File: config.mk
export PLATFORM = sky130hd
export DESIGN_NAME = instr_encoder
export DESIGN_NICKNAME = d
export VERILOG_FILES = /design/src/rtl/instr_encoder.sv
export SDC_FILE = /design/constraint.sdc
export NUM_CORES = 1
export LEC_CHECK = 0
export ABC_AREA = 1
export CAP_MARGIN = 5
export CORE_MARGIN = 2
export CORE_UTILIZATION = 35
export CTS_BUF_LIST = sky130_fd_sc_hd__clkbuf_2
export DETAILED_ROUTE_END_ITERATION = 10
export GPL_TIMING_DRIVEN = 0
export PLACE_DENSITY = 0.64
export SYNTH_ARGS = -nofsm -noshare
export SYNTH_HDL_FRONTEND = slang
export SYNTH_SLANG_ARGS = --single-unit
File: constraint.sdc
create_clock -name clk -period 1.9 [get_ports clk]
set_clock_uncertainty 0.05 [all_clocks]
set_input_delay 0.475 -clock clk [delete_from_list [all_inputs] [get_ports clk]]
set_output_delay 0.475 -clock clk [all_outputs]
set_load 0.005 [all_outputs]
File: src/rtl/instr_encoder.sv
// instr_encoder: encodes abstract RV64IM instruction requests into 32-bit
// instruction words and queues them in a small FIFO.
// Illegal requests are queued as a zero word with out_illegal set, and they
// bump a saturating counter.
//
// Ports:
//   clk, resetn                   clock and async active-low reset
//   in_valid / in_ready           request handshake (in_ready = FIFO not full)
//   in_cls, in_fn                 instruction class and sub-function
//   in_rd, in_rs1, in_rs2         register indices (in_rs1 = zimm for CSR*I)
//   in_imm                        signed immediate / CSR address / upper imm
//   out_valid / out_ready         result handshake (out_valid = FIFO not empty)
//   out_instr, out_illegal        FIFO head contents
//   illegal_cnt                   saturating count of accepted illegal requests
module instr_encoder #(
  parameter int unsigned DEPTH = 2,
  parameter int unsigned CNTW  = 16
) (
  input  logic            clk,
  input  logic            resetn,
  input  logic            in_valid,
  output logic            in_ready,
  input  logic [3:0]      in_cls,
  input  logic [3:0]      in_fn,
  input  logic [4:0]      in_rd,
  input  logic [4:0]      in_rs1,
  input  logic [4:0]      in_rs2,
  input  logic [31:0]     in_imm,
  output logic            out_valid,
  input  logic            out_ready,
  output logic [31:0]     out_instr,
  output logic            out_illegal,
  output logic [CNTW-1:0] illegal_cnt
);

  localparam int unsigned PW = $clog2(DEPTH);
  localparam int unsigned AW = PW + 1;

  // instruction classes
  localparam logic [3:0] CLS_ALUI   = 4'd0;
  localparam logic [3:0] CLS_ALU    = 4'd1;
  localparam logic [3:0] CLS_ALUIW  = 4'd2;
  localparam logic [3:0] CLS_ALUW   = 4'd3;
  localparam logic [3:0] CLS_LUI    = 4'd4;
  localparam logic [3:0] CLS_JAL    = 4'd5;
  localparam logic [3:0] CLS_BRANCH = 4'd6;
  localparam logic [3:0] CLS_LOAD   = 4'd7;
  localparam logic [3:0] CLS_STORE  = 4'd8;
  localparam logic [3:0] CLS_AUIPC  = 4'd9;
  localparam logic [3:0] CLS_JALR   = 4'd10;
  localparam logic [3:0] CLS_SYSTEM = 4'd11;

  // ALU sub-functions
  localparam logic [3:0] FN_ADD  = 4'd0;
  localparam logic [3:0] FN_SUB  = 4'd1;
  localparam logic [3:0] FN_SLL  = 4'd2;
  localparam logic [3:0] FN_SLT  = 4'd3;
  localparam logic [3:0] FN_SLTU = 4'd4;
  localparam logic [3:0] FN_XOR  = 4'd5;
  localparam logic [3:0] FN_SRL  = 4'd6;
  localparam logic [3:0] FN_SRA  = 4'd7;
  localparam logic [3:0] FN_OR   = 4'd8;
  localparam logic [3:0] FN_AND  = 4'd9;
  localparam logic [3:0] FN_MUL  = 4'd10;
  localparam logic [3:0] FN_DIV  = 4'd11;
  localparam logic [3:0] FN_DIVU = 4'd12;
  localparam logic [3:0] FN_REM  = 4'd13;
  localparam logic [3:0] FN_REMU = 4'd14;

  // opcodes
  localparam logic [6:0] OP_ALUI   = 7'b0010011;
  localparam logic [6:0] OP_ALU    = 7'b0110011;
  localparam logic [6:0] OP_ALUIW  = 7'b0011011;
  localparam logic [6:0] OP_ALUW   = 7'b0111011;
  localparam logic [6:0] OP_LUI    = 7'b0110111;
  localparam logic [6:0] OP_JAL    = 7'b1101111;
  localparam logic [6:0] OP_BRANCH = 7'b1100011;
  localparam logic [6:0] OP_LOAD   = 7'b0000011;
  localparam logic [6:0] OP_STORE  = 7'b0100011;
  localparam logic [6:0] OP_AUIPC  = 7'b0010111;
  localparam logic [6:0] OP_JALR   = 7'b1100111;
  localparam logic [6:0] OP_SYSTEM = 7'b1110011;

  typedef struct packed {
    logic        illegal;
    logic [31:0] instr;
  } entry_t;

  // ---------------------------------------------------------------------
  // ALU sub-function -> funct3 / funct7
  // ---------------------------------------------------------------------
  logic [2:0] alu_f3;
  logic [6:0] alu_f7;
  logic       alu_shift;
  logic       alu_sra;
  logic       alu_m;

  always_comb begin
    alu_f3 = 3'b000;
    alu_f7 = 7'b0000000;
    unique case (in_fn)
      FN_ADD:  alu_f3 = 3'b000;
      FN_SUB:  begin alu_f3 = 3'b000; alu_f7 = 7'b0100000; end
      FN_SLL:  alu_f3 = 3'b001;
      FN_SLT:  alu_f3 = 3'b010;
      FN_SLTU: alu_f3 = 3'b011;
      FN_XOR:  alu_f3 = 3'b100;
      FN_SRL:  alu_f3 = 3'b101;
      FN_SRA:  begin alu_f3 = 3'b101; alu_f7 = 7'b0100000; end
      FN_OR:   alu_f3 = 3'b110;
      FN_AND:  alu_f3 = 3'b111;
      FN_MUL:  begin alu_f3 = 3'b000; alu_f7 = 7'b0000001; end
      FN_DIV:  begin alu_f3 = 3'b100; alu_f7 = 7'b0000001; end
      FN_DIVU: begin alu_f3 = 3'b101; alu_f7 = 7'b0000001; end
      FN_REM:  begin alu_f3 = 3'b110; alu_f7 = 7'b0000001; end
      FN_REMU: begin alu_f3 = 3'b111; alu_f7 = 7'b0000001; end
      default: ;
    endcase
  end

  assign alu_shift = (in_fn == FN_SLL) || (in_fn == FN_SRL) || (in_fn == FN_SRA);
  assign alu_sra   = (in_fn == FN_SRA);
  assign alu_m     = (in_fn >= FN_MUL) && (in_fn <= FN_REMU);

  // Immediate range checks: sign-extension bits above the field must agree.
  logic imm_i_ok;
  logic imm_b_ok;
  logic imm_j_ok;

  assign imm_i_ok = (&in_imm[31:11]) || !(|in_imm[31:11]);
  assign imm_b_ok = ((&in_imm[31:12]) || !(|in_imm[31:12])) && !in_imm[0];
  assign imm_j_ok = ((&in_imm[31:20]) || !(|in_imm[31:20])) && !in_imm[0];

  // ---------------------------------------------------------------------
  // Encoder
  // ---------------------------------------------------------------------
  logic [31:0] enc_instr;
  logic        enc_ill;

  always_comb begin
    enc_instr = 32'h0000_0000;
    enc_ill   = 1'b0;
    unique case (in_cls)
      CLS_ALUI: begin
        if ((in_fn == FN_SUB) || alu_m || (in_fn > FN_REMU)) begin
          enc_ill = 1'b1;
        end else if (alu_shift) begin
          enc_ill   = |in_imm[31:6];
          enc_instr = {1'b0, alu_sra, 4'b0000, in_imm[5:0], in_rs1, alu_f3, in_rd, OP_ALUI};
        end else begin
          enc_ill   = !imm_i_ok;
          enc_instr = {in_imm[11:0], in_rs1, alu_f3, in_rd, OP_ALUI};
        end
      end
      CLS_ALU: begin
        enc_ill   = (in_fn > FN_REMU);
        enc_instr = {alu_f7, in_rs2, in_rs1, alu_f3, in_rd, OP_ALU};
      end
      CLS_ALUIW: begin
        // only ADDIW and the three word shifts exist
        if (alu_shift) begin
          enc_ill   = |in_imm[31:5];
          enc_instr = {1'b0, alu_sra, 5'b00000, in_imm[4:0], in_rs1, alu_f3, in_rd, OP_ALUIW};
        end else if (in_fn == FN_ADD) begin
          enc_ill   = !imm_i_ok;
          enc_instr = {in_imm[11:0], in_rs1, alu_f3, in_rd, OP_ALUIW};
        end else begin
          enc_ill = 1'b1;
        end
      end
      CLS_ALUW: begin
        enc_ill   = !((in_fn == FN_ADD) || (in_fn == FN_SUB) || alu_shift || alu_m);
        enc_instr = {alu_f7, in_rs2, in_rs1, alu_f3, in_rd, OP_ALUW};
      end
      CLS_LUI: begin
        enc_ill   = |in_imm[11:0];
        enc_instr = {in_imm[31:12], in_rd, OP_LUI};
      end
      CLS_AUIPC: begin
        enc_ill   = |in_imm[11:0];
        enc_instr = {in_imm[31:12], in_rd, OP_AUIPC};
      end
      CLS_JAL: begin
        enc_ill   = !imm_j_ok;
        enc_instr = {in_imm[20], in_imm[10:1], in_imm[11], in_imm[19:12], in_rd, OP_JAL};
      end
      CLS_BRANCH: begin
        enc_ill   = !imm_b_ok || (in_fn[2:0] == 3'b010) || (in_fn[2:0] == 3'b011);
        enc_instr = {in_imm[12], in_imm[10:5], in_rs2, in_rs1, in_fn[2:0],
                     in_imm[4:1], in_imm[11], OP_BRANCH};
      end
      CLS_LOAD: begin
        enc_ill   = !imm_i_ok || (in_fn[2:0] == 3'b111);
        enc_instr = {in_imm[11:0], in_rs1, in_fn[2:0], in_rd, OP_LOAD};
      end
      CLS_STORE: begin
        enc_ill   = !imm_i_ok || in_fn[2];
        enc_instr = {in_imm[11:5], in_rs2, in_rs1, in_fn[2:0], in_imm[4:0], OP_STORE};
      end
      CLS_JALR: begin
        enc_ill   = !imm_i_ok;
        enc_instr = {in_imm[11:0], in_rs1, 3'b000, in_rd, OP_JALR};
      end
      CLS_SYSTEM: begin
        // CSR address is an unsigned 12-bit field; rd forced to x0 for privileged ops
        unique case (in_fn)
          4'd0:    enc_instr = {12'h000, 5'd0, 3'b000, 5'd0, OP_SYSTEM};
          4'd1:    enc_instr = {12'h302, 5'd0, 3'b000, 5'd0, OP_SYSTEM};
          4'd2:    enc_instr = {7'b0001001, in_rs2, in_rs1, 3'b000, 5'd0, OP_SYSTEM};
          4'd3:    enc_instr = {in_imm[11:0], in_rs1, 3'b001, in_rd, OP_SYSTEM};
          4'd4:    enc_instr = {in_imm[11:0], in_rs1, 3'b010, in_rd, OP_SYSTEM};
          4'd5:    enc_instr = {in_imm[11:0], in_rs1, 3'b011, in_rd, OP_SYSTEM};
          4'd6:    enc_instr = {in_imm[11:0], in_rs1, 3'b101, in_rd, OP_SYSTEM};
          4'd7:    enc_instr = {in_imm[11:0], in_rs1, 3'b110, in_rd, OP_SYSTEM};
          4'd8:    enc_instr = {in_imm[11:0], in_rs1, 3'b111, in_rd, OP_SYSTEM};
          default: enc_ill = 1'b1;
        endcase
      end
      default: enc_ill = 1'b1;
    endcase
    if (enc_ill) begin
      enc_instr = 32'h0000_0000;
    end
  end

  // ---------------------------------------------------------------------
  // Output FIFO: extra pointer bit separates full from empty
  // ---------------------------------------------------------------------
  entry_t        mem [DEPTH];
  logic [AW-1:0] wr_ptr;
  logic [AW-1:0] rd_ptr;
  logic [AW-1:0] wr_ptr_d;
  logic [AW-1:0] rd_ptr_d;
  logic          push;
  logic          pop;
  logic          full_d;
  logic          empty_d;
  logic          rdy_q;
  logic          vld_q;

  assign push = in_valid && rdy_q;
  assign pop  = vld_q && out_ready;

  always_comb begin
    wr_ptr_d = push ? wr_ptr + AW'(1) : wr_ptr;
    rd_ptr_d = pop  ? rd_ptr + AW'(1) : rd_ptr;
    empty_d  = (wr_ptr_d == rd_ptr_d);
    full_d   = (wr_ptr_d[PW-1:0] == rd_ptr_d[PW-1:0]) && (wr_ptr_d[PW] != rd_ptr_d[PW]);
  end

  // Pointers and registered handshake flags
  always_ff @(posedge clk or negedge resetn) begin
    if (!resetn) begin
      wr_ptr <= '0;
      rd_ptr <= '0;
      rdy_q  <= 1'b0;
      vld_q  <= 1'b0;
    end else begin
      wr_ptr <= wr_ptr_d;
      rd_ptr <= rd_ptr_d;
      rdy_q  <= !full_d;
      vld_q  <= !empty_d;
    end
  end

  // Storage, cleared on reset so the head reads as zero
  always_ff @(posedge clk or negedge resetn) begin
    if (!resetn) begin
      for (int i = 0; i < int'(DEPTH); i++) begin
        mem[i] <= '0;
      end
    end else if (push) begin
      mem[wr_ptr[PW-1:0]] <= '{illegal: enc_ill, instr: enc_instr};
    end
  end

  // Saturating illegal-request counter
  always_ff @(posedge clk or negedge resetn) begin
    if (!resetn) begin
      illegal_cnt <= '0;
    end else if (push && enc_ill && (illegal_cnt != {CNTW{1'b1}})) begin
      illegal_cnt <= illegal_cnt + CNTW'(1);
    end
  end

  assign in_ready    = rdy_q;
  assign out_valid   = vld_q;
  assign out_instr   = mem[rd_ptr[PW-1:0]].instr;
  assign out_illegal = mem[rd_ptr[PW-1:0]].illegal;

endmodule

Word level (Yosys, flattened, before mapping)
Index checks and enable logic that the tools add are counted.
{"block": "totals", "reg_bits": 88, "latchBits": 0, "mem_bits_rw": 0, "rom_bits": 0, "in_bits": 59, "output_inout_bits": 51, "elab_cells": 127, "n_memories": 0}
{"block": "op_classes", "addsub": 3, "mul": 0, "div": 0, "n_lt_le_gt_ge": 6, "eq_ne": 32, "shifts": 0, "muxes": 23, "n_bitwise": 2, "n_reduce_logical": 52}
{"cell": "$pmux 32 s12", "count": 1}
{"cell": "$pmux 32 s9", "count": 1}
{"cell": "$mux 32", "count": 5}
{"cell": "$mux 33", "count": 4}
{"cell": "$bwmux 66", "count": 1}
{"cell": "$eq 4x4->1 const B", "count": 11}
{"cell": "$demux 33 s1", "count": 1}
{"cell": "$eq 4x3->1 const B", "count": 8}
{"cell": "$reduce_or 27->1", "count": 1}
{"cell": "$reduce_or 26->1", "count": 1}
{"cell": "$reduce_or 12->1", "count": 2}
{"cell": "$pmux 3 s7", "count": 1}
{"cell": "$reduce_and 21->1", "count": 1}
{"cell": "$reduce_or 21->1", "count": 1}
{"cell": "$reduce_and 20->1", "count": 1}
{"cell": "$reduce_or 20->1", "count": 1}
{"cell": "$add 16x1->16 const B", "count": 1}
{"cell": "$eq 4x2->1 const B", "count": 4}
{"cell": "$ne 16x16->1 const B", "count": 1}
{"cell": "$logic_or 1x1->1", "count": 14}
{"cell": "$pmux 6 s2", "count": 1}
{"cell": "$reduce_and 12->1", "count": 1}
{"cell": "$pmux 1 s11", "count": 1}
{"cell": "$logic_not 1->1", "count": 10}
{"cell": "other kinds (21)", "count": 44}

Longest topological paths before layout
Gate-level depths: netlist of run 1.
{"block": "depth", "depth_word": 10, "ltp_mapped": 16, "ltp_nobuf": 14}

Worst setup path after synthesis of run 1
No wires, ideal clock.
{"block": "synth_path", "path_type": "input to register", "start": "input port in_valid", "end": "register mem[39] (netlist bit)", "setup_ns": 0.117, "arrival_ns": 1.999, "t_required_ns": 1.733, "setup_slack_ns": -0.267, "cell_stages": 10, "path_cell_list": "nand2_1 -> inv_1 -> clkbuf_1 -> buf_1 -> ha_1 -> inv_1 -> clkbuf_1 -> clkbuf_1 -> nand2_1 -> nand2_1"}
{"block": "synth_between", "elab_chain_cells": 1}
{"element": "start, declared", "line": "21", "rtl": "input logic in_valid,"}
{"element": "$logic_and 1x1->1", "line": "241", "rtl": "assign push = in_valid && rdy_q;"}
{"element": "end signal, assigned by index", "line": "273", "rtl": "mem[wr_ptr[PW-1:0]] <= '{illegal: enc_ill, instr: enc_instr};"}
{"element": "end, declared", "line": "229", "rtl": "entry_t mem [DEPTH];"}
No other way between the ends.
A chain may end at the register's enable or synchronous reset.

Final worst setup path of run 1
{"block": "layout_path", "start": "register rd_ptr[0]", "end": "output port out_instr[30]"}
{"block": "layout_between", "elab_chain_cells": 4}
{"element": "start, declared", "line": "231", "rtl": "logic [AW-1:0] rd_ptr;"}
{"element": "start signal, assigned", "line": "260", "rtl": "rd_ptr <= rd_ptr_d;"}
{"element": "$not 1->2 (not written as such)", "line": "288", "rtl": "assign out_instr = mem[rd_ptr[PW-1:0]].instr;"}
{"element": "$mux 33 (3 in series)"}
{"element": "end, declared", "line": "31", "rtl": "output logic [31:0] out_instr,"}
No other way between the ends. The select of a mux whose other input is x is not followed.

==> results of run 1 <==
[sequential cells by signal, indices dropped and copies added (netlist names)]
register     count
in_ready         1
mem             64
wr_ptr           2
out_valid        1
rd_ptr           2
illegal_cnt     16
[per-stage QoR]
| stage | setup WS (ns) | instances |
|---|---|---|
| after global routing | -0.515 | 1263 |
| final | -0.429 | 1263 |
| after global placement | -2.96 | 1187 |
| after CTS | -0.421 | 1255 |
| after floorplan | 0.00267 | 864 |
| after detailed placement | -1.30 | 1188 |
[cells in the mapped netlist (all sizes together) (2+ instances only)]
master  number
a21boi       4
a21oi       20
a22oi        4
a31oi        2
buf         15
clkbuf      18
clkinv       3
dfrtp       86
ha           3
inv         79
nand2      368
nand3       46
nand4       36
nor2        97
nor3         9
nor4         2
o211ai       3
o21a         3
o21ai       51
o22ai        3
xor2         6
[power breakdown]
group          internal [W]  total, W  switching [W]
Combinational       0.00219   0.00447        0.00228
Clock              0.000438   0.00114       0.000703
Sequential          0.00238   0.00275       0.000367
[worst register-to-register path, stage by stage, from the launching register on]
cell	delay, ns
dfrtp_1	0.44
buf_6	0.13
ha_4	0.16
nand2_4	0.07
nor3_4	0.04
nand4_1	0.16
nand3_2	0.16
nor2_2	0.13
nand3_2	0.10
nor2_2	0.12
nand3_2	0.06
nand2_1	0.08
nand2_1	0.05
[worst paths after layout]
kind	endpoint	slack, ns	depth (start not counted)
setup / recovery	out_instr[30]	-0.43	7
hold / removal	mem[29]	0.25	3
setup reg to reg	illegal_cnt[15]	0.08	12
hold reg to reg	mem[50]	0.46	2
max in group asynchronous	mem[28]	0.85	3
min in group asynchronous	mem[64]	0.33	2
[cell families (layout without fill, tap and decap cells)]
family	count (synthesis)	after routing	share of synthesized area (%)
AND/OR/NAND/NOR	561	561	42.3
AO/OA/AOI/OAI	92	92	9.46
other	0	1	0
XOR/XNOR	7	7	1.08
buffers and inverters	115	297	8.64
flip-flops	86	86	37.9
adder cells (fa/ha/maj)	3	3	0.661
[final cells by class]
cell class / count / area share [%]
multi-input cells: 663 / 42.5
flip-flops and latches: 86 / 26.0
repair buffers: 167 / 18.1
plain buffers: 32 / 4.52
inverters: 82 / 3.78
well taps: 216 / 3.26
clock inverters: 7 / 1.18
clock buffers: 9 / 0.544
diodes: 1 / 0.0302
[per-layer routing]
| metal | wire [um] | vias to the layer above | GRT usage (%) |
|---|---|---|---|
| met1 | 9400 | 3011 | 33.0 |
| met5 | 0 | - | 0 |
| met2 | 9450 | 230 | 36.8 |
| met4 | 479 | 0 | 7.91 |
| li1 | - | 3110 | - |
| met3 | 1160 | 26 | 4.67 |
[what timing repair did]
item,4_1_cts,5_1_grt
buffers inserted,45,7
pin swaps,31,41
hold buffers,1,0
cloned,6,0
hold endpoints to repair,40,0
gates resized for setup,308,159
setup endpoints to repair,131,117
==> impl_metrics.csv, run 1 <==
group,metric,value,unit
setup_path,critPathArrivalTime,1.80,ns
clocking,worstSkewPairLatency,0.59,ns
yosys,yosysWarnings,0,
sta,hold_viol,0,
outcome,status,"finished, violations left",
setup_path,critPathMaxFanout,7,
setup_path,end_kind,"output pin",
yosys,synth_edf_count,0,
cells_and_area,regArea,2160,um^2
cells_and_area,fill_cells,1621,
detailed_routing,wl_per_cell,16.2,um
yosys,synth_cells,864,
placement,place_area,7060,um^2
yosys,yosys.area.top_type,"dfrtp_1",
setup_path,crit_slowest_cell,"dfrtp_2",
clocking,clock_sinks,86,
cells_and_area,final_common_cell,"nand2_1",
outcome,violations,"setup timing",
floorplan,ios,110,
detailed_routing,dr_total_vias,6377,
clocking,root_buffer,"clkbuf_2",
yosys,synth.top_cell.area_share,37.9,%
sta,rsz0062_at_grt,"yes",
yosys,synth_area,5680,um^2
detailed_routing,drc,0,
setup_path,path_class,"register to output pin",
clocking,cts_buffer_depth,2,
detailed_routing,drt_first_iter_violations,492,
floorplan,die_x,131,um
cells_and_area,drive_above_1_share,29.9,%
yosys,syn_nets,926,
sta,setup_viol,33,
yosys,yosysSeqAreaShare,37.9,%
grt,antenna_found_initial,1,
yosys,synthDistinctLibCells,42,
setup_path,required,1.37,ns
grt,grt_pass1_wl,32200,um
sta,fin_crit,2.33,ns
power_and_ir_drop,finalPower,0.00836,W
detailed_routing,wirelength,20500,um
sta,max_freq,0.429,GHz
yosys,yosys-top-cells-area,"dfrtp_1, nand2_1, nor2_1",
min_path,worstHoldStart,"in_imm[29]",
clocking,htreeDepth,3,
power_and_ir_drop,power_density,1010,nW/um^2
yosys,synthArstFlopShare,100,%
cells_and_area,fin_util,52.1,%
grt,grt.total_usage,23.7,%
sta,slew_headroom,59.1,%
grt,grt_pass1_vias,6047,
floorplan,die-area,17300,um^2
setup_path,crit_chain,"inv_4 -> buf_12 -> clkbuf_16 -> buf_8 -> nand2_2 -> nand2_4 -> buf_6",
power_and_ir_drop,p_leak,4.34,nW
sta,layout_setup_ws,-0.429,ns
cells_and_area,multi_input_area,3520,um^2
min_path,hold_path_class,"input port to register",
cells_and_area,fin_nets,1103,
setup_path,path_buf_inv,5,
setup_path,cp-startpoint,"rd_ptr[0]",
clocking,cts_made_buffers,9,
detailed_routing,vias_per_cell,5.05,
yosys,synth_seq_cells,86,
setup_path,slowest_delay,0.50,ns
power_and_ir_drop,ir_drop,0.581,mV
grt,grt_max_degree,47,
setup_path,cp_top_family,"buffers and inverters",
placement,portBuffers,107,
sta,worst_slew_pin_slew,0.614,ns
cells_and_area,area.growth.synth_to_final,45.8,%
detailed_routing,drtAntennaViolNets,0,
grt,grt_overflow,0,
floorplan,num_rows,46,
yosys,syn_avg_cell_area,6.57,um^2
placement,place_hpwl,14500,um
sta,tns,-11.96,ns
cells_and_area,mostFrequentLayoutCells,"nand2_1, dfrtp_1, inv_1",
detailed_routing,dr.pass1.iters,5,
setup_path,critPathLaunchType,"register",
floorplan,die_h,131,um
clocking,cts_tree,"built",
floorplan,core-area,15900,um^2
yosys,ys_dominant_reg_cell,"dfrtp_1",
run,maxCapViolations,0,
sta,maxSlewViolCount,0,
placement,gp_routability_congestion,0.949,
clocking,clkTransAtPathRegs,0.26,ns
setup_path,r2r-start,"illegal_cnt[1]",
cells_and_area,final_area,8280,um^2
sta,hold_ws,0.245,ns
sta,min_period_over_period,123,%
floorplan,start_util,35.7,%
Power figures use the tool's default switching activity.
==> run 2: changes to the inputs <==
Settings changed: CORE_ASPECT_RATIO set to 0.7, PLACE_DENSITY 0.64 to 0.62.
Clock period 1.9 ns to 2.6 ns, I/O delays scaled along.
==> run 2 against run 1 <==
  * The run still ends with setup timing left
  * Flip-flop and latch count unchanged
  * Via count decreased by 5.8%
  * Design area decreased by 10%
  * Sequential power decreased by 28%
  * Core utilization decreased by 4.6 points
  * Clock power decreased by 37%
  * Combinational power decreased by 43%
  * Final cell count decreased by 5.2%
  * Register-to-register slack improved by 0.13 ns
  * Largest power group unchanged
==> impl_metrics.csv, run 2 (synthesis gave the netlist of run 1 again) <==
group,metric,value,unit
outcome,status,"finished, violations left",
setup_path,critPathLaunchType,"register",
power_and_ir_drop,p_seq_share,37.8,%
sta,layout_setup_ws,-0.0851,ns
sta,min_period_over_period,103,%
clocking,cts_buffer_depth,2,
power_and_ir_drop,swShare,40.3,%
cells_and_area,final_area,7450,um^2
sta,setup_viol,1,
floorplan,ios,110,
power_and_ir_drop,p_int,0.00314,W
grt,grt_max_degree,64,
placement,place_area,7020,um^2
clocking,clkTransAtPathRegs,0.27,ns
cells_and_area,final_common_cell,"nand2_1",
min_path,hold_path_class,"input port to async pin",
cells_and_area,final_cells,1197,
run,maxCapViolations,0,
setup_path,critPathMaxFanout,6,
clocking,worstSkewPairLatency,0.56,ns
cells_and_area,top_regs,"mem (64), illegal_cnt (16)",
floorplan,die_h,111,um
grt,grt_overflow,0,
detailed_routing,dr.pass1.iters,7,
power_and_ir_drop,p_leak,4.10,nW
cells_and_area,mostFrequentLayoutCells,"nand2_1, dfrtp_1, nor2_1",
sta,hold_viol,0,
outcome,violations,"setup timing",
detailed_routing,vias_per_cell,5.02,
sta,rsz0062_at_grt,"yes",
setup_path,r2r_slack,0.21,ns
cells_and_area,fin_nets,1055,
cells_and_area,area.growth.synth_to_final,31.2,%
sta,slew_headroom,59.2,%
detailed_routing,wl_per_cell,16.2,um
detailed_routing,drc,0,
clocking,clock_sinks,86,
sta,max_freq,0.372,GHz
clocking,cts_tree,"built",
power_and_ir_drop,power.switching,0.00213,W
cells_and_area,largest_reg_flops,64,
power_and_ir_drop,power_density,707,nW/um^2
grt,grt.total_usage,22.5,%
sta,maxSlewViolCount,0,
floorplan,die_x,156,um
clocking,root_buffer,"clkbuf_2",
floorplan,num_rows,38,
grt,antenna_found_initial,0,
sta,worst_slew_pin_slew,0.612,ns
sta,fin_crit,2.69,ns
cells_and_area,top_register,"mem",
power_and_ir_drop,ir_drop,0.333,mV
sta,hold_ws,0.424,ns
cells_and_area,fin_util,47.5,%
clocking,cts_made_buffers,9,
floorplan,core-area,15700,um^2
placement,dp_cells,1172,
cells_and_area,drive_above_1_share,9.83,%
detailed_routing,wirelength,19400,um
setup_path,path_class,"register to output pin",
detailed_routing,drtAntennaViolNets,0,
setup_path,required,1.90,ns
floorplan,die-area,17300,um^2
placement,place_ws,-1.08,ns
power_and_ir_drop,power_frac_clock,13.7,%
detailed_routing,drt_first_iter_violations,547,
placement,portBuffers,107,
power_and_ir_drop,combPwrFrac,48.5,%
cells_and_area,antennaDiodeCount,0,
grt,grt_pass1_wl,30400,um
grt,grt_pass1_vias,5573,
clocking,htreeDepth,3,
detailed_routing,dr_total_vias,6006,
placement,gp_routability_congestion,0.991,
setup_path,end_kind,"output pin",
floorplan,start_util,36.2,%
setup_path,critPathArrivalTime,1.99,ns
placement,place_hpwl,15100,um
-- run 2: cell types whose count changed in the layout (fill, tap and decap cells not counted), moves of 13 or more --
cell | before | now
clkbuf_2 | 37 | 12
nor2_2 | 30 | 11
dlygate4sd2_1 | 23 | 3
nand2_4 | 14 | 1
dlymetal6s2s_1 | 5 | 30
nand2_1 | 311 | 363
buf_4 | 41 | 14
buf_6 | 20 | 7
clkdlybuf4s50_1 | 17 | 72
nand2_2 | 43 | 4
buf_2 | 25 | 2
nor2_1 | 56 | 81
-- run 2: timing repair --
item	in CTS	in global routing
setup endpoints to repair	96	67
pin swaps	1	3
hold buffers	1	0
cloned	0	2
hold endpoints to repair	23	0
resized for setup	30	60
setup buffers	1	10
-- run 2: final timing paths --
path / start / to / depth (start not counted)
worst max-delay path: rd_ptr[0] / out_instr[1] / 5
worst min-delay path: resetn / mem[38] / 2
worst max register to register: illegal_cnt[0] / illegal_cnt[15] / 10
worst min register to register: mem[15] / mem[15] / 2
max in group asynchronous: resetn / mem[19] / 3
min in group clk: mem[15] / mem[15] / 2
-- run 2: stage by stage --
| stage | TNS [ns] | total power, W |
|---|---|---|
| 4_1_cts | -6.30 | 0.00511 |
| 5_1_grt | -0.352 | 0.00566 |
| 6_report | -0.0851 | 0.00527 |
| 3_3_place_gp | -262.32 | 0.00425 |
| 3_5_place_dp | -63.73 | 0.00430 |
| 2_1_floorplan | 0 | 0.00316 |
-- run 2: worst max-delay path: stages, from the launching register on --
cell and delay (ns):
dfrtp_2 0.52, buf_4 0.15, nand2_1 0.05, o21ai_1 0.10
buf_4 0.13, clkdlybuf4s50_1 0.48
-- run 2: area by class of cell --
cell class	instances	area, um^2
Clock inverter	6	70.1
Multi-Input combinational cell	663	3070
Tap cell	200	250
Clock buffer	9	45.0
Inverter	82	319
Timing Repair Buffer	122	1330
Buffer	29	219
Fill cell	1646	8240
Sequential cell	86	2150
-- run 2: power groups by stage --
stage          Clock [W]  Sequential, W  Combinational [W]
2_1_floorplan          0        0.00195            0.00121
3_3_place_gp           0        0.00199            0.00227
3_5_place_dp           0        0.00200            0.00230
4_1_cts         0.000742        0.00200            0.00237
5_1_grt         0.000790        0.00205            0.00282
6_report        0.000721        0.00199            0.00256
-- run 2: per-layer routing --
metal	global-route usage, %	up-vias	wire length (um)
li1	-	3011	-
met1	37.1	2748	10000
met2	29.6	232	7560
met3	5.42	15	1610
met4	3.18	0	163
met5	0	-	0
==> run 3: changes to the inputs <==
Settings changed: CORE_UTILIZATION 35 to 39, PLACE_DENSITY 0.62 to 0.67.
==> run 3 against run 2 <==
  * The flow now finishes without violations
  * Final cell count fell by 0.75%
  * First-iteration DRC count down 17%
  * Critical path depth rose by 7
  * Maximum frequency increased by 5.6%
  * Non-clock buffer count rose by 1
  * Highest routed layer unchanged
  * Core utilization grew 4.7 points
  * Wire length shrank 3.9%
  * Sequential power barely moved
  * Design area fell by 1.6%
  * Global-route usage rose by 1.6 points
  * Worst hold slack got worse by 0.0055 ns
==> impl_metrics.csv, run 3 (synthesis gave the netlist of run 1 again) <==
group,metric,value,unit
clocking,cts_buffer_depth,2,
detailed_routing,drt_first_iter_violations,455,
detailed_routing,wirelength,18600,um
sta,max_freq,0.393,GHz
sta,hold_viol,0,
setup_path,r2r-end,"mem[60]",
cells_and_area,antennaDiodeCount,0,
setup_path,rr_worst_depth,9,
setup_path,critPathMaxFanout,7,
detailed_routing,vias_per_cell,5.11,
cells_and_area,area.growth.synth_to_final,29.1,%
power_and_ir_drop,ir_drop,0.387,mV
outcome,status,"completed",
clocking,clock_sinks,86,
setup_path,r2r-start,"in_ready",
floorplan,num_rows,36,
cells_and_area,fin_util,52.1,%
setup_path,crit_slowest_cell,"clkdlybuf4s50_1",
run,maxCapViolations,0,
power_and_ir_drop,power_density,714,nW/um^2
floorplan,core-area,14100,um^2
power_and_ir_drop,p_leak,3.77,nW
clocking,cts_tree,"built",
setup_path,cp_common_cell,"nand2_1",
setup_path,path_class,"input port to register",
setup_path,cp_top_family,"simple AND/OR/NAND/NOR gates",
sta,fin_crit,2.54,ns
grt,grt_overflow,0,
detailed_routing,drc,0,
setup_path,path_buf_inv,3,
sta,setup_viol,0,
setup_path,r2r_slack,0.29,ns
cells_and_area,mostFrequentLayoutCells,"nand2_1, nor2_1, dfrtp_1",
sta,min_period_over_period,97.8,%
cells_and_area,top_regs,"mem (64), illegal_cnt (16)",
grt,grt.total_usage,24.1,%
cells_and_area,largest_reg_flops,64,
grt,grt_pass1_vias,5308,
floorplan,die-area,15600,um^2
floorplan,die_x,148,um
detailed_routing,dr.pass1.iters,5,
clocking,worstSkewPairLatency,0.56,ns
detailed_routing,wl_per_cell,15.7,um
floorplan,start_util,40.4,%
grt,grt_max_degree,64,
setup_path,cp-startpoint,"in_fn[3]",
cells_and_area,final_common_cell,"nand2_1",
clocking,cts_made_buffers,9,
sta,maxSlewViolCount,0,
cells_and_area,top_register,"mem",
setup_path,critPathArrivalTime,2.94,ns
sta,worst_slew_pin_slew,0.608,ns
sta,rsz0062_at_grt,"yes",
placement,place_ws,-1.02,ns
cells_and_area,drive_above_1_share,11.0,%
floorplan,die_h,105,um
cells_and_area,fin_nets,1056,
min_path,hold_path_class,"input port to async pin",
placement,place_hpwl,14300,um
setup_path,crit_chain,"clkdlybuf4s50_1 -> nor2_2 -> nand2_1 -> nand3_1 -> inv_1 -> nand2_1 -> nand2_1 -> nor2_1 -> nand4_1 -> buf_4 -> a21oi_1 -> o21ai_0",
setup_path,end_kind,"register",
clocking,root_buffer,"clkbuf_2",
detailed_routing,dr_total_vias,6069,
grt,grt_pass1_wl,29100,um
setup_path,slowest_delay,0.54,ns
sta,tns,0,ns
clocking,htreeDepth,3,
setup_path,required,3.00,ns
floorplan,ios,110,
placement,gp_routability_congestion,1.02,
grt,antenna_found_initial,0,
placement,portBuffers,107,
setup_path,critPathLaunchType,"input port",
sta,layout_setup_ws,0.0581,ns
sta,slew_headroom,59.5,%
detailed_routing,drtAntennaViolNets,0,
clocking,clkTransAtPathRegs,0.26,ns
[run 3: changes by cell type in the layout (fill, tap and decap cells not counted), moves of 3 or more]
cell,previous run,this run
nor2_1,81,89
buf_2,2,6
dlygate4sd2_1,3,10
dlymetal6s2s_1,30,5
clkdlybuf4s15_1,0,3
clkbuf_2,12,24
buf_8,4,1
nor2_2,11,3
[run 3: power breakdown]
group          leakage [nW]  internal, W  switching, W  total, W
Sequential             1.15      0.00174      0.000256   0.00199
Clock                0.0703     0.000227      0.000478  0.000704
Combinational          2.55      0.00115       0.00138   0.00253
[run 3: worst max-delay path by stage]
stage,cells after the start,to
detailed placement,11,mem[50]
global placement,1,illegal_cnt[2]
finish,12,mem[7]
CTS,5,out_instr[3]
floorplan,10,mem[39]
global route,6,out_instr[22]
[run 3: what timing repair did]
item,CTS,global route
gates resized for setup,68,53
hold endpoints to repair,23,0
hold buffers,1,0
setup endpoints to repair,96,47
setup buffers,5,7
pin swaps,1,5
gates cloned,0,1
[run 3: per-layer routing]
| metal | up-vias | global-route usage (%) | routed length [um] |
|---|---|---|---|
| li1 | 3021 | - | - |
| met1 | 2773 | 39.4 | 9500 |
| met2 | 254 | 32.1 | 7340 |
| met3 | 21 | 5.02 | 1550 |
| met4 | 0 | 5.03 | 222 |
| met5 | - | 0 | 0 |
[run 3: layout make-up]
type	instances	area [um^2]
clock buffer	9	45.0
buffer	30	262
timing repair buffer	122	1180
tap	190	238
multi-input combinational	663	3060
inverter	82	317
fill	1467	6730
clock inverter	6	71.3
sequential	86	2150
[run 3: worst register-to-register path: stages, from the launching register on]
cell and delay [ns]:
dfrtp_1 0.44, nand2_1 0.10, clkinvlp_4 0.23, buf_2 0.29, ha_1 0.32, inv_1 0.12, clkbuf_2 0.23, clkbuf_2 0.29
nand2_1 0.09, nand2_1 0.07
[run 3: stage by stage]
stage,instances,hold WS [ns],total power (W),cell area (um^2)
after floorplan,864,0.304,0.00316,5680
after global placement,1161,0.412,0.00424,6990
after detailed placement,1162,0.416,0.00428,7010
after CTS,1181,0.358,0.00515,7270
after global routing,1188,0.374,0.00562,7330
final,1188,0.418,0.00523,7330
